### config.mk
export PLATFORM = sky130hd
export DESIGN_NAME = systolic_tile_sequencer
export DESIGN_NICKNAME = d
export VERILOG_FILES = /design/src/rtl/systolic_tile_sequencer.sv
export SDC_FILE = /design/constraint.sdc
export NUM_CORES = 1
export LEC_CHECK = 0
export BUFFER_PORTS_ARGS = -buffer_cell sky130_fd_sc_hd__buf_4
export CAP_MARGIN = 15
export CELL_PAD_IN_SITES_DETAIL_PLACEMENT = 1
export CELL_PAD_IN_SITES_GLOBAL_PLACEMENT = 2
export CORE_MARGIN = 1
export CORE_UTILIZATION = 40
export CTS_CLUSTER_DIAMETER = 120
export CTS_CLUSTER_SIZE = 16
export DETAILED_ROUTE_END_ITERATION = 6
export HOLD_SLACK_MARGIN = 0.03
export PLACE_DENSITY_LB_ADDON = 0.1
export SKIP_LAST_GASP = 1
export SYNTH_ARGS = -nofsm -noshare
export SYNTH_HDL_FRONTEND = slang
export SYNTH_SLANG_ARGS = --single-unit
### constraint.sdc
create_clock -name clk -period 12.6 [get_ports clk]
set_input_delay 1.26 -clock clk [delete_from_list [all_inputs] [get_ports clk]]
set_output_delay 1.26 -clock clk [all_outputs]
set_load 0.02 [all_outputs]
### src/rtl/systolic_tile_sequencer.sv
// systolic_tile_sequencer: walks the K x N weight tiles of an M x K * K x N
// product and drives the array datapath sequencing controls cycle by cycle.
// All datapath controls are registered Moore outputs decoded from the next state.
module systolic_tile_sequencer #(
  parameter int ARRAY_N    = 8,
  parameter int ARRAY_M    = 8,
  parameter int ADDR_WIDTH = 8,
  parameter int DIM_WIDTH  = 16
) (
  input  logic                    clk,
  input  logic                    reset,
  input  logic                    start,
  input  logic [DIM_WIDTH-1:0]    M,
  input  logic [DIM_WIDTH-1:0]    K,
  input  logic [DIM_WIDTH-1:0]    N,
  input  logic                    mode,
  output logic                    busy,
  output logic                    done,
  output logic                    mode_out,
  output logic                    a_buf_on,
  output logic                    w_buf_on,
  output logic [ADDR_WIDTH-1:0]   a_base_addr,
  output logic [ADDR_WIDTH-1:0]   w_base_addr,
  output logic [ADDR_WIDTH-1:0]   o_base_addr,
  output logic [$clog2(ARRAY_N):0] a_num_rows,
  output logic [$clog2(ARRAY_N):0] w_num_cols,
  output logic [2:0]              operation_signal_in,
  output logic                    o_idx_gen_on,
  output logic                    o_ag_o_on,
  output logic                    o_drain,
  output logic                    acc_reset,
  output logic                    array_contents_reset
);

  localparam int NW = $clog2(ARRAY_N) + 1;
  localparam int XW = DIM_WIDTH + 1;  // headroom for ceil() and remainder math
  localparam int CW = DIM_WIDTH + 2;  // FEED length can exceed 2^DIM_WIDTH

  typedef enum logic [2:0] {
    S_IDLE, S_CLEAR, S_LOAD_W, S_FEED, S_DRAIN, S_DONE
  } state_e;

  typedef enum logic [2:0] {
    OP_NOP    = 3'b000,
    OP_LOAD_W = 3'b001,
    OP_MAC    = 3'b010,
    OP_FLUSH  = 3'b011
  } op_e;

  typedef struct packed {
    logic                  busy;
    logic                  done;
    logic                  a_buf_on;
    logic                  w_buf_on;
    logic [ADDR_WIDTH-1:0] a_base;
    logic [ADDR_WIDTH-1:0] w_base;
    logic [ADDR_WIDTH-1:0] o_base;
    logic [NW-1:0]         rows;
    logic [NW-1:0]         cols;
    op_e                   op;
    logic                  idx_gen;
    logic                  ag_o;
    logic                  drain;
    logic                  acc_reset;
    logic                  arr_reset;
  } ctl_t;

  state_e               state, state_n;
  logic [CW-1:0]        cyc, cyc_n, feed_last;
  logic [DIM_WIDTH-1:0] kt, kt_n, nt, nt_n;
  logic [DIM_WIDTH-1:0] m_r, k_r, n_r, kt_tot, nt_tot;
  logic [DIM_WIDTH-1:0] kt_tot_in, nt_tot_in, k_eff, n_eff;
  logic [XW-1:0]        rem_k, rem_n;
  logic                 take, zero_dim, kt_more, nt_more;
  ctl_t                 ctl_d, ctl_q;

  assign take      = (state == S_IDLE) && start;
  assign zero_dim  = (M == '0) || (K == '0) || (N == '0);
  assign kt_tot_in = DIM_WIDTH'((XW'(K) + XW'(ARRAY_N - 1)) / XW'(ARRAY_N));
  assign nt_tot_in = DIM_WIDTH'((XW'(N) + XW'(ARRAY_M - 1)) / XW'(ARRAY_M));
  assign feed_last = CW'(m_r) + CW'(ARRAY_N + ARRAY_M - 3);
  assign kt_more   = (XW'(kt) + XW'(1)) < XW'(kt_tot);
  assign nt_more   = (XW'(nt) + XW'(1)) < XW'(nt_tot);

  // Next-state, in-state cycle counter and tile index sequencing.
  always_comb begin
    // NOTE: every signal written here gets a default first so no latch is inferred.
    state_n = state;
    cyc_n   = cyc + CW'(1);
    kt_n    = kt;
    nt_n    = nt;
    unique case (state)
      S_IDLE: begin
        cyc_n = '0;
        if (start) begin
          kt_n    = '0;
          nt_n    = '0;
          state_n = zero_dim ? S_DONE : S_CLEAR;
        end
      end
      S_CLEAR: begin
        cyc_n   = '0;
        kt_n    = '0;
        state_n = S_LOAD_W;
      end
      S_LOAD_W: begin
        if (cyc == CW'(ARRAY_N - 1)) begin
          cyc_n   = '0;
          state_n = S_FEED;
        end
      end
      S_FEED: begin
        if (cyc == feed_last) begin
          cyc_n = '0;
          if (kt_more) begin
            kt_n    = kt + DIM_WIDTH'(1);
            state_n = S_LOAD_W;
          end else begin
            state_n = S_DRAIN;
          end
        end
      end
      S_DRAIN: begin
        if (cyc == CW'(ARRAY_M - 1)) begin
          cyc_n = '0;
          if (nt_more) begin
            nt_n    = nt + DIM_WIDTH'(1);
            kt_n    = '0;
            state_n = S_CLEAR;
          end else begin
            state_n = S_DONE;
          end
        end
      end
      S_DONE: begin
        cyc_n   = '0;
        state_n = S_IDLE;
      end
      default: begin
        cyc_n   = '0;
        state_n = S_IDLE;
      end
    endcase
  end

  // On an accepted start the dimension registers still hold the previous job,
  // so tile sizes for the first CLEAR come straight from the inputs. The bases
  // need no bypass: the first tile has kt = nt = 0, which zeroes them anyway.
  assign k_eff = take ? K : k_r;
  assign n_eff = take ? N : n_r;
  assign rem_k = XW'(k_eff) - XW'(kt_n) * XW'(ARRAY_N);
  assign rem_n = XW'(n_eff) - XW'(nt_n) * XW'(ARRAY_M);

  // Output decode for the state being entered, registered below.
  always_comb begin
    ctl_d      = '0;
    ctl_d.op   = OP_NOP;
    ctl_d.busy = (state_n != S_IDLE);
    ctl_d.done = (state_n == S_DONE);
    if (state_n inside {S_CLEAR, S_LOAD_W, S_FEED, S_DRAIN}) begin
      ctl_d.w_base = (ADDR_WIDTH'(nt_n) * ADDR_WIDTH'(kt_tot) + ADDR_WIDTH'(kt_n))
                     * ADDR_WIDTH'(ARRAY_N);
      ctl_d.a_base = ADDR_WIDTH'(kt_n) * ADDR_WIDTH'(m_r);
      ctl_d.o_base = ADDR_WIDTH'(nt_n) * ADDR_WIDTH'(m_r);
      ctl_d.rows   = (rem_k >= XW'(ARRAY_N)) ? NW'(ARRAY_N) : NW'(rem_k);
      ctl_d.cols   = (rem_n >= XW'(ARRAY_M)) ? NW'(ARRAY_M) : NW'(rem_n);
    end
    unique case (state_n)
      S_CLEAR: begin
        ctl_d.acc_reset = 1'b1;
        ctl_d.arr_reset = 1'b1;
      end
      S_LOAD_W: begin
        ctl_d.w_buf_on = 1'b1;
        ctl_d.op       = OP_LOAD_W;
      end
      S_FEED: begin
        ctl_d.a_buf_on = 1'b1;
        ctl_d.idx_gen  = 1'b1;
        ctl_d.op       = OP_MAC;
      end
      S_DRAIN: begin
        ctl_d.ag_o  = 1'b1;
        ctl_d.drain = 1'b1;
        ctl_d.op    = OP_FLUSH;
      end
      default: ;
    endcase
  end

  // State, counters, latched job parameters and registered outputs.
  always_ff @(posedge clk) begin
    // NOTE: non-blocking assignments so every register samples pre-edge values together.
    if (reset) begin
      state    <= S_IDLE;
      cyc      <= '0;
      kt       <= '0;
      nt       <= '0;
      m_r      <= '0;
      k_r      <= '0;
      n_r      <= '0;
      kt_tot   <= '0;
      nt_tot   <= '0;
      mode_out <= 1'b0;
      ctl_q    <= '0;
    end else begin
      state <= state_n;
      cyc   <= cyc_n;
      kt    <= kt_n;
      nt    <= nt_n;
      ctl_q <= ctl_d;
      if (take) begin
        m_r      <= M;
        k_r      <= K;
        n_r      <= N;
        kt_tot   <= kt_tot_in;
        nt_tot   <= nt_tot_in;
        mode_out <= mode;
      end
    end
  end

  assign busy                 = ctl_q.busy;
  assign done                 = ctl_q.done;
  assign a_buf_on             = ctl_q.a_buf_on;
  assign w_buf_on             = ctl_q.w_buf_on;
  assign a_base_addr          = ctl_q.a_base;
  assign w_base_addr          = ctl_q.w_base;
  assign o_base_addr          = ctl_q.o_base;
  assign a_num_rows           = ctl_q.rows;
  assign w_num_cols           = ctl_q.cols;
  assign operation_signal_in  = ctl_q.op;
  assign o_idx_gen_on         = ctl_q.idx_gen;
  assign o_ag_o_on            = ctl_q.ag_o;
  assign o_drain              = ctl_q.drain;
  assign acc_reset            = ctl_q.acc_reset;
  assign array_contents_reset = ctl_q.arr_reset;

endmodule

### Word level (Yosys, flattened, before mapping)

Cells that the tools add are included.

| word-level totals | value |
|---|---|
| register bits | 173 |
| output and inout port bits | 45 |
| logic and storage cells | 111 |

| operators by class | value |
|---|---|
| $add $sub $neg | 11 |
| multiply operators | 3 |
| $lt $le $gt $ge | 4 |
| equality and inequality tests | 16 |
| muxes and demuxes | 30 |
| bitwise logic cells | 1 |
| reduce and logical (&&, ||, !) cells | 17 |

Operator list:

| kind | count |
|---|---|
| 16-bit two-way mux | 10 |
| 16-bit one-hot mux with 4 select lines | 1 |
| 16-bit zero test | 3 |
| 18-bit two-way mux | 2 |
| 18-bit one-hot mux with 2 select lines | 1 |
| 16-bit by 1-bit adder with 17-bit output, second input constant | 2 |
| 16-bit by 3-bit adder with 17-bit output, second input constant | 2 |
| 17-bit by 4-bit greater-or-equal comparator with 1-bit output, second input constant | 2 |
| 17-bit by 14-bit less-than comparator with 1-bit output | 2 |
| 16-bit by 17-bit subtractor with 17-bit output | 2 |
| 16-bit by 1-bit adder with 16-bit output, second input constant | 2 |
| 16-bit one-hot mux with 2 select lines | 1 |
| 3-bit two-way mux | 7 |
| 18-bit by 1-bit adder with 18-bit output, second input constant | 1 |
| 18-bit by 17-bit equality test with 1-bit output | 1 |
| 18-bit by 3-bit equality test with 1-bit output, second input constant | 1 |
| 16-bit by 4-bit adder with 17-bit output, second input constant | 1 |
| 8-bit by 8-bit multiplier with 8-bit output | 2 |
| 3-bit one-hot mux with 5 select lines | 1 |
| 3-bit by 2-bit equality test with 1-bit output, second input constant | 4 |
| 2-bit != test, second input constant | 5 |
| 3-bit equality test, second input constant | 3 |
| 8-bit by 8-bit multiplier with 5-bit output | 1 |
| 4-bit two-way mux | 2 |
| 16 further kinds | 23 |

### Longest topological paths before layout

Gate-level depths: netlist of run 1.

| depth | value |
|---|---|
| depth in word-level cells | 10 |
| depth in mapped cells | 34 |
| gate-level depth less buffers | 33 |

### Worst setup path after synthesis of run 1

Ideal clock, no wire load.

| timing | value |
|---|---|
| path type | reg-to-reg |
| start point | register kt[0] |
| end point | register ctl_q, in the netlist a_base_addr[7] |
| library setup time | 0.117 ns |
| arrival | 6.781 ns |
| path slack | 5.701 ns |
| cell stages (with the launch flop) | 31 |
| path buffers | 2 |
| clock period less this slack | 6.899 ns |
| cells stage by stage | dfxtp_1 and3_1 nand3_1 nor2_1 and3_1 xor2_1 ha_1 a21o_1 a21oi_1 o2111ai_1 o21ai_0 nand2_1 clkbuf_1 o21a_1 o31a_1 or2_2 clkbuf_1 and2_1 fa_1 inv_1 fa_1 fa_1 fa_1 inv_1 ha_1 a21oi_1 xnor2_1 xnor2_1 xnor3_1 xnor3_1 nor2_1 |

| between the ends | value |
|---|---|
| elaborated cells on any way between the ends | 20 |

RTL lines:

| item | line | source |
|---|---|---|
| start, declared | 70 | `logic [DIM_WIDTH-1:0] kt, kt_n, nt, nt_n;` |
| start signal, assigned | 209 | `kt <= kt_n;` |
| 16-bit by 1-bit adder with 17-bit output | 82 | `assign kt_more = (XW'(kt) + XW'(1)) < XW'(kt_tot);` |
| 17-bit by 14-bit less-than comparator with 1-bit output | 82 |  |
| 16-bit two-way mux * | 115 | `if (kt_more) begin` |
| 16-bit two-way mux * | 113 | `if (cyc == feed_last) begin` |
| 16-bit one-hot mux with 4 select lines * | 92 | `unique case (state)` |
| via kt_n[3] | 70 |  |
| 8-bit by 8-bit multiplier with 8-bit output * | 163 | `ctl_d.a_base = ADDR_WIDTH'(kt_n) * ADDR_WIDTH'(m_r);` |
| end signal, assigned | 211 | `ctl_q <= ctl_d;` |
| end, declared | 75 | `ctl_t ctl_d, ctl_q;` |

Mark *: on every way through the listed nets, which the timed path passes. The rest lies on a longest branch. The select of a mux whose other input is x is not followed.
A chain may end at the register's enable or synchronous reset.

### Worst setup path in the final report of run 1

Same ends and word-level chain as after synthesis.

==> run metrics, run 1 <==
status=completed; cell repeated most along the worst path=inv_1; slew margin rel.=31.5%; diodes inserted=0; min-delay worst type=register to register; mux contribution to synthesized area=under 10%; slowest stage delay, CP=around 0.67 ns; Clock Latency Late Sink=roughly 0.46 ns; largest family of logic cells by synthesized area=simple AND/OR/NAND/NOR gates; Yosys cell types=76; Fillers=3502; power after layout=roughly 1.3 mW; NetSw=0.411 mW; Yosys reg bits=between 150 and 200; CP Capture Type=register; row cnt=62; CTS buffer count=17; Mapped Cells=around 1500; Leak=a little under 6 nW; initial antenna violation count=0; Iter 0 DRT Violations=482; # Post-CTS Setup Buffers=0; WHS Path Cells=2; Mapped Area=11800 µm²; core area=28800 µm²; DRT Pass-1 Iters=4; Die Span Y=173 µm; compound-gate portion of the synthesized area=about an eighth; crit share post-route=around two thirds; RSZ-0062 raised after global routing=false; H-tree depth=4; Post-synth EDFFs=0; asr flop ratio synth=0%; routability cong.=between 0.8 and 0.9; final net count=between 1500 and 2000; Clock transition at path regs=0.07 ns; gr usage total=a little under a quarter; VDD IR max=between 90 and 100 µV; post-DP HPWL=between 20000 and 30000 µm; DR WL/cell=about 18 µm; crit path kind=register to register; dpl cell area=between 10000 and 15000 µm²; CTS tree=yes; fmax=approximately 120 MHz; Critical Path Slowest Stage Cell=nor3_2; Power Density=100 nW/µm²; hold violation count in the final report=0; largest net degree at the start of global routing=66; Area Growth Syn to Fin=12.8%; Synth top area share=between 20% and 30%; Reg power frac=around 43%; synth warn=0; clk_skew=~0.015 ns; vias in the first global route=a little over 10000; Ports=just under 100; maximum fanout along the worst path=12; Final Instance Area=13300 µm²; clock buffer depth=2; top cells by count, synth=nand2_1 (180), dfxtp_1 (167), nor2_1 (156); first-pass GRT wire length=around 56000 µm; r2r setup slk=~4.4 ns; Post-CTS Resized=0; Clock Power Share=about 39%; Post-Synth XOR/XNOR Area=a little over a tenth; ys flop type=dfxtp_1; fin crit period=about 8.2 ns; max-cap viol count=0; Crit path arrival time=around 8.6 ns; reg2reg path depth=30; most frequent cell after synthesis=nand2_1; Post-Route WL=34400 µm; Comb pwr share=around 18%; detailed-route via count=roughly 10000; DR WL met2=around 16000 µm; Vias/cell=about 5.2; Die Width=~170 µm; DR WL met3=between 1000 and 1500 µm; startpoint types=register; Final Max Slew Viols=0; Req. time, crit path=12.92 ns; DR top layer=met4; Initial Util=around two fifths; Root Driver=clkbuf_16; Synth area leader=dfxtp_1; internal cell power=slightly above 0.9 mW; adder-cell share of the synthesized area=about 15%; DRT met1 WL=between 15000 and 20000 µm; Post-Route Setup TNS=0 ns; post-synthesis sequential area ratio=between 20% and 30%; DRT antenna net count=0; port buffer count=92; Hold Buf Count CTS=0; share of layout cells above drive strength 1=10.1%; average cell area after synthesis=8.05 µm²; fraction of the mapped netlist area in simple logic gates=25.1%; remaining routing DRC violations=0; worst slew pin tran=0.999 ns; # setup viols final=0; Synth area leaders=dfxtp_1 (28%), ha_1 (10%), nand2_1 (5.7%); total gr overflow=0; Sw Ratio=around 31%; Die ar.=30100 µm²; Num Clock Sinks=~170
-- final timing paths --
| path | startpoint | to |
|---|---|---|
| max | kt[0] | a_base_addr[7] |
| min | n_r[15] | n_r[15] |
| max reg2reg | kt[0] | a_base_addr[7] |
| min reg2reg | n_r[15] | n_r[15] |
-- cell type report --
type / instances / area [µm²] / share of cell area, %
Inverter: 116 / 435 / 3.28
Clock inverter: 11 / 116 / 0.877
Clock buffer: 21 / 450 / 3.39
Multi-Input combinational cell: 1113 / 7690 / 57.9
Sequential cell: 167 / 3340 / 25.2
Tap cell: 384 / 480 / 3.62
Timing Repair Buffer: 101 / 758 / 5.71
-- through the flow --
| stage | util, % | std cells | setup slack [ns] | hold slack, ns |
|---|---|---|---|---|
| after global routing | 46.1 | 1913 | 3.60 | 0.482 |
| after CTS | 46.1 | 1913 | 4.28 | 0.465 |
| after floorplan | - | 1464 | 5.70 | 0.432 |
| after global placement | 44.1 | 1881 | 4.61 | 0.446 |
| final | 46.1 | 1913 | 4.35 | 0.465 |
| after detailed placement | 44.1 | 1881 | 4.34 | 0.454 |
-- worst max-delay path: cells and delay by family, from the launching register on --
kind	cells	cell delay, ns
fa+ha+maj	6	2.22
xor+xnor	5	1.04
compound gates	7	1.81
simple gates	8	2.33
buf+inv	4	0.21
flops	1	0.49
-- cells in the final DEF, fill, tap and decap left out, drive strengths merged, types with 23 or more instances in the layout --
master / n
a21oi: 74
o21ai: 54
dfxtp: 167
nor2b: 23
xor2: 53
ha: 95
buf: 101
and2: 46
a211oi: 28
nand3: 45
nor4: 26
nor3: 24
inv: 119
nor2: 156
nand2: 180
fa: 31
xnor2: 74
nand2b: 24
-- per-layer routing --
layer | vias to the layer above | GRT usage, %
met2 | 125 | 37.7
li1 | 5022 | -
met3 | 20 | 4.30
met5 | - | 0
met4 | 0 | 4.94
met1 | 4859 | 33.1
-- cells by family after synthesis --
logic type / count (synthesis)
xor gates and xnor gates: 133
AOI/OAI and AO/OA: 233
DFF: 167
other: 1
and+or+nand+nor: 600
adders and majority gates: 126
buffers and inverters: 184
muxes: 17
-- state kept, by name, summed over array words and instances, names as in the netlist, 2 cells and up --
| name | cells |
|---|---|
| a_base_addr | 8 |
| a_num_rows | 4 |
| cyc | 18 |
| k_r | 16 |
| kt | 16 |
| kt_tot | 14 |
| m_r | 16 |
| n_r | 16 |
| nt | 16 |
| nt_tot | 14 |
| o_base_addr | 8 |
| operation_signal_in | 2 |
| state | 3 |
| w_base_addr | 5 |
| w_num_cols | 4 |
-- power by group through the flow --
stage / Sequential, mW / Clock [mW] / Combinational, mW
2_1_floorplan: 0.573 / 0 / 0.166
3_3_place_gp: 0.581 / 0 / 0.232
3_5_place_dp: 0.582 / 0 / 0.236
4_1_cts: 0.570 / 0.540 / 0.239
5_1_grt: 0.572 / 0.561 / 0.267
6_report: 0.570 / 0.524 / 0.237
No activity file was read; power rests on OpenSTA's default activity.
==> run 2: changes to the inputs <==
Settings changed: CORE_UTILIZATION 40 to 37.
Clock period 12.6 ns to 7.9 ns, I/O delays scaled along.
==> run metrics, run 2 (synthesis results as in run 1) <==
status=completed; share of layout cells above drive strength 1=11.2% (+1.1 points); Post-Route Utilization=43.4% (-2.7 points); FF-to-FF Start=nt[0]; Fillers=3740 (+6.8%); pre-CTS setup slack=0.295 ns (-4.05 ns); Die ar.=32500 µm² (+8.0%); Die Span Y=180 µm (+3.9%); fin crit period=7.33 ns (-0.917 ns); crit path kind=register to register; slowest stage delay, CP=0.54 ns (-0.13 ns); Clock Latency Late Sink=0.45 ns (about the same); Leak=5.84 nW (+1.4%); Buf+Inv Stages, Crit Path=2 (-2); Most flops, register=cyc; RSZ-0062 raised after global routing=false; detailed-route via count=10100 (+0.43%); Root Driver=clkbuf_16; Ports=97 (unchanged); Clock transition at path regs=0.07 ns (about the same); hold violation count in the final report=0 (unchanged); routability cong.=0.877 (+3.0%); Num Clock Sinks=167 (unchanged); row cnt=64 (+3.2%); r2r setup slk=0.57 ns (-3.78 ns); internal cell power=1.47 mW (+60%); vias in the first global route=10300 (+0.44%); Post-Route WL=34600 µm (+0.80%); diodes inserted=0 (unchanged); DRT Pass-1 Iters=4 (unchanged); first-pass GRT wire length=56300 µm (+0.42%); number of flip-flops in the largest register=18 (unchanged); cell repeated most along the worst path=fa_1; reg2reg path depth=28 (-6.7%); DRT antenna net count=0 (unchanged); min-delay worst type=register to register; Area Growth Syn to Fin=14.1%; fmax=136 MHz (+13%); max-cap viol count=0 (unchanged); core area=30900 µm² (+7.4%); CP Capture Type=register; CP delay by family, top=adder cells; slew margin rel.=40.1% (+8.6 points); power after layout=2.15 mW (+61%); startpoint types=register; Post-Route Setup TNS=0 ns (unchanged); CTS buffer count=17 (unchanged); Iter 0 DRT Violations=378 (-22%); total gr overflow=0 (unchanged); Die Width=180 µm (+3.9%); Vias/cell=5.19 (-0.92%); Sw Ratio=31.6% (+0.68 points); NetSw=0.678 mW (+65%); Reg power frac=42.2% (-0.6 points); # setup viols final=0 (unchanged); gr usage total=22.1% (-1.5 points); CTS tree=yes; VDD IR max=152 µV (+57%); remaining routing DRC violations=0 (unchanged); Critical Path Slowest Stage Cell=fa_1; Clock Power Share=39.9% (+0.5 points); Req. time, crit path=8.21 ns (-4.71 ns); Comb pwr share=17.9% (about the same); largest net degree at the start of global routing=72 (+9.1%); clk_skew=0.0115 ns (-0.00343 ns); DR WL/cell=17.9 µm (-0.55%); Final Max Slew Viols=0 (unchanged); crit path from=nt[0]; Power Density=160 nW/µm² (+60%); final net count=1708 (+0.83%); Initial Util=38.1% (-2.8 points); most frequent cells in the layout=nand2_1 (179), dfxtp_1 (167), nor2_1 (155), inv_1 (116), buf_4 (115); H-tree depth=4 (unchanged); worst slew pin tran=0.899 ns (-0.100 ns); worst hold start=mode_out; most common cell after layout, fill and taps aside=nand2_1; Crit path arrival time=7.64 ns (-0.93 ns); reg2reg end=a_base_addr[7]; post-DP HPWL=27100 µm (+2.5%); port buffer count=92 (unchanged); clock buffer depth=2 (unchanged); Worst Setup EP=a_base_addr[7]; Worst path depth=28 (-6.7%); PnR worst setup slack=0.567 ns (-3.78 ns); initial antenna violation count=2 (+2); maximum fanout along the worst path=6 (-6); crit share post-route=92.8% (+27 points); Hold Buf Count CTS=0 (unchanged)
run 2: repair_timing:
action                     4_1_cts  5_1_grt
gates resized for setup          0        4
buffers inserted                 0        0
setup endpoints to repair        0        1
run 2: cell type report:
| type | count | area [µm²] | share of cell area (%) |
|---|---|---|---|
| Inverter | 116 | 435 | 3.25 |
| Clock inverter | 15 | 160 | 1.19 |
| Sequential cell | 167 | 3340 | 24.9 |
| Timing Repair Buffer | 115 | 863 | 6.43 |
| Clock buffer | 17 | 425 | 3.17 |
| Tap cell | 396 | 495 | 3.69 |
| Multi-Input combinational cell | 1113 | 7690 | 57.3 |
run 2: through the flow:
stage	std cells	hold WS, ns	area [µm²]
after floorplan	1464	0.432	11800
final	1939	0.459	13400
after global placement	1907	0.442	12800
after detailed placement	1907	0.450	12800
after CTS	1939	0.461	13400
after global routing	1939	0.486	13400
run 2: worst register-to-register path, delay by kind of cell (launching register included):
| kind | cells | cell delay (ns) |
|---|---|---|
| flops | 1 | 0.45 |
| fa+ha+maj | 7 | 2.60 |
| compound gates | 5 | 1.32 |
| simple gates | 9 | 1.72 |
| buf+inv | 2 | 0.13 |
| xor+xnor | 5 | 0.96 |
run 2: worst min-delay path by stage:
stage | endpoint | slack (ns) | cells past startpoint
after floorplan | kt_tot[13] | 0.43 | 2
after global placement | kt_tot[13] | 0.44 | 2
after detailed placement | mode_out | 0.45 | 2
after CTS | mode_out | 0.46 | 2
after global routing | n_r[10] | 0.49 | 2
final | mode_out | 0.46 | 2
run 2: routing by layer:
metal / routed length, µm / share of wire (%) / global-route usage (%) / vias up
met4: 468 / 1.4 / 5.40 / 4
met3: 1020 / 2.9 / 4.06 / 26
li1: - / - / - / 5052
met5: 29 / 0.084 / 0 / -
met2: 15600 / 45 / 35.3 / 130
met1: 17500 / 51 / 30.6 / 4857
run 2: power groups by stage:
stage               registers, mW  clock network [mW]  logic, mW
floorplan                   0.914                   0      0.265
detailed placement          0.926                   0      0.388
global route                0.911               0.914      0.434
finish                      0.906               0.856      0.384
CTS                         0.906               0.884      0.390
global placement            0.925                   0      0.380
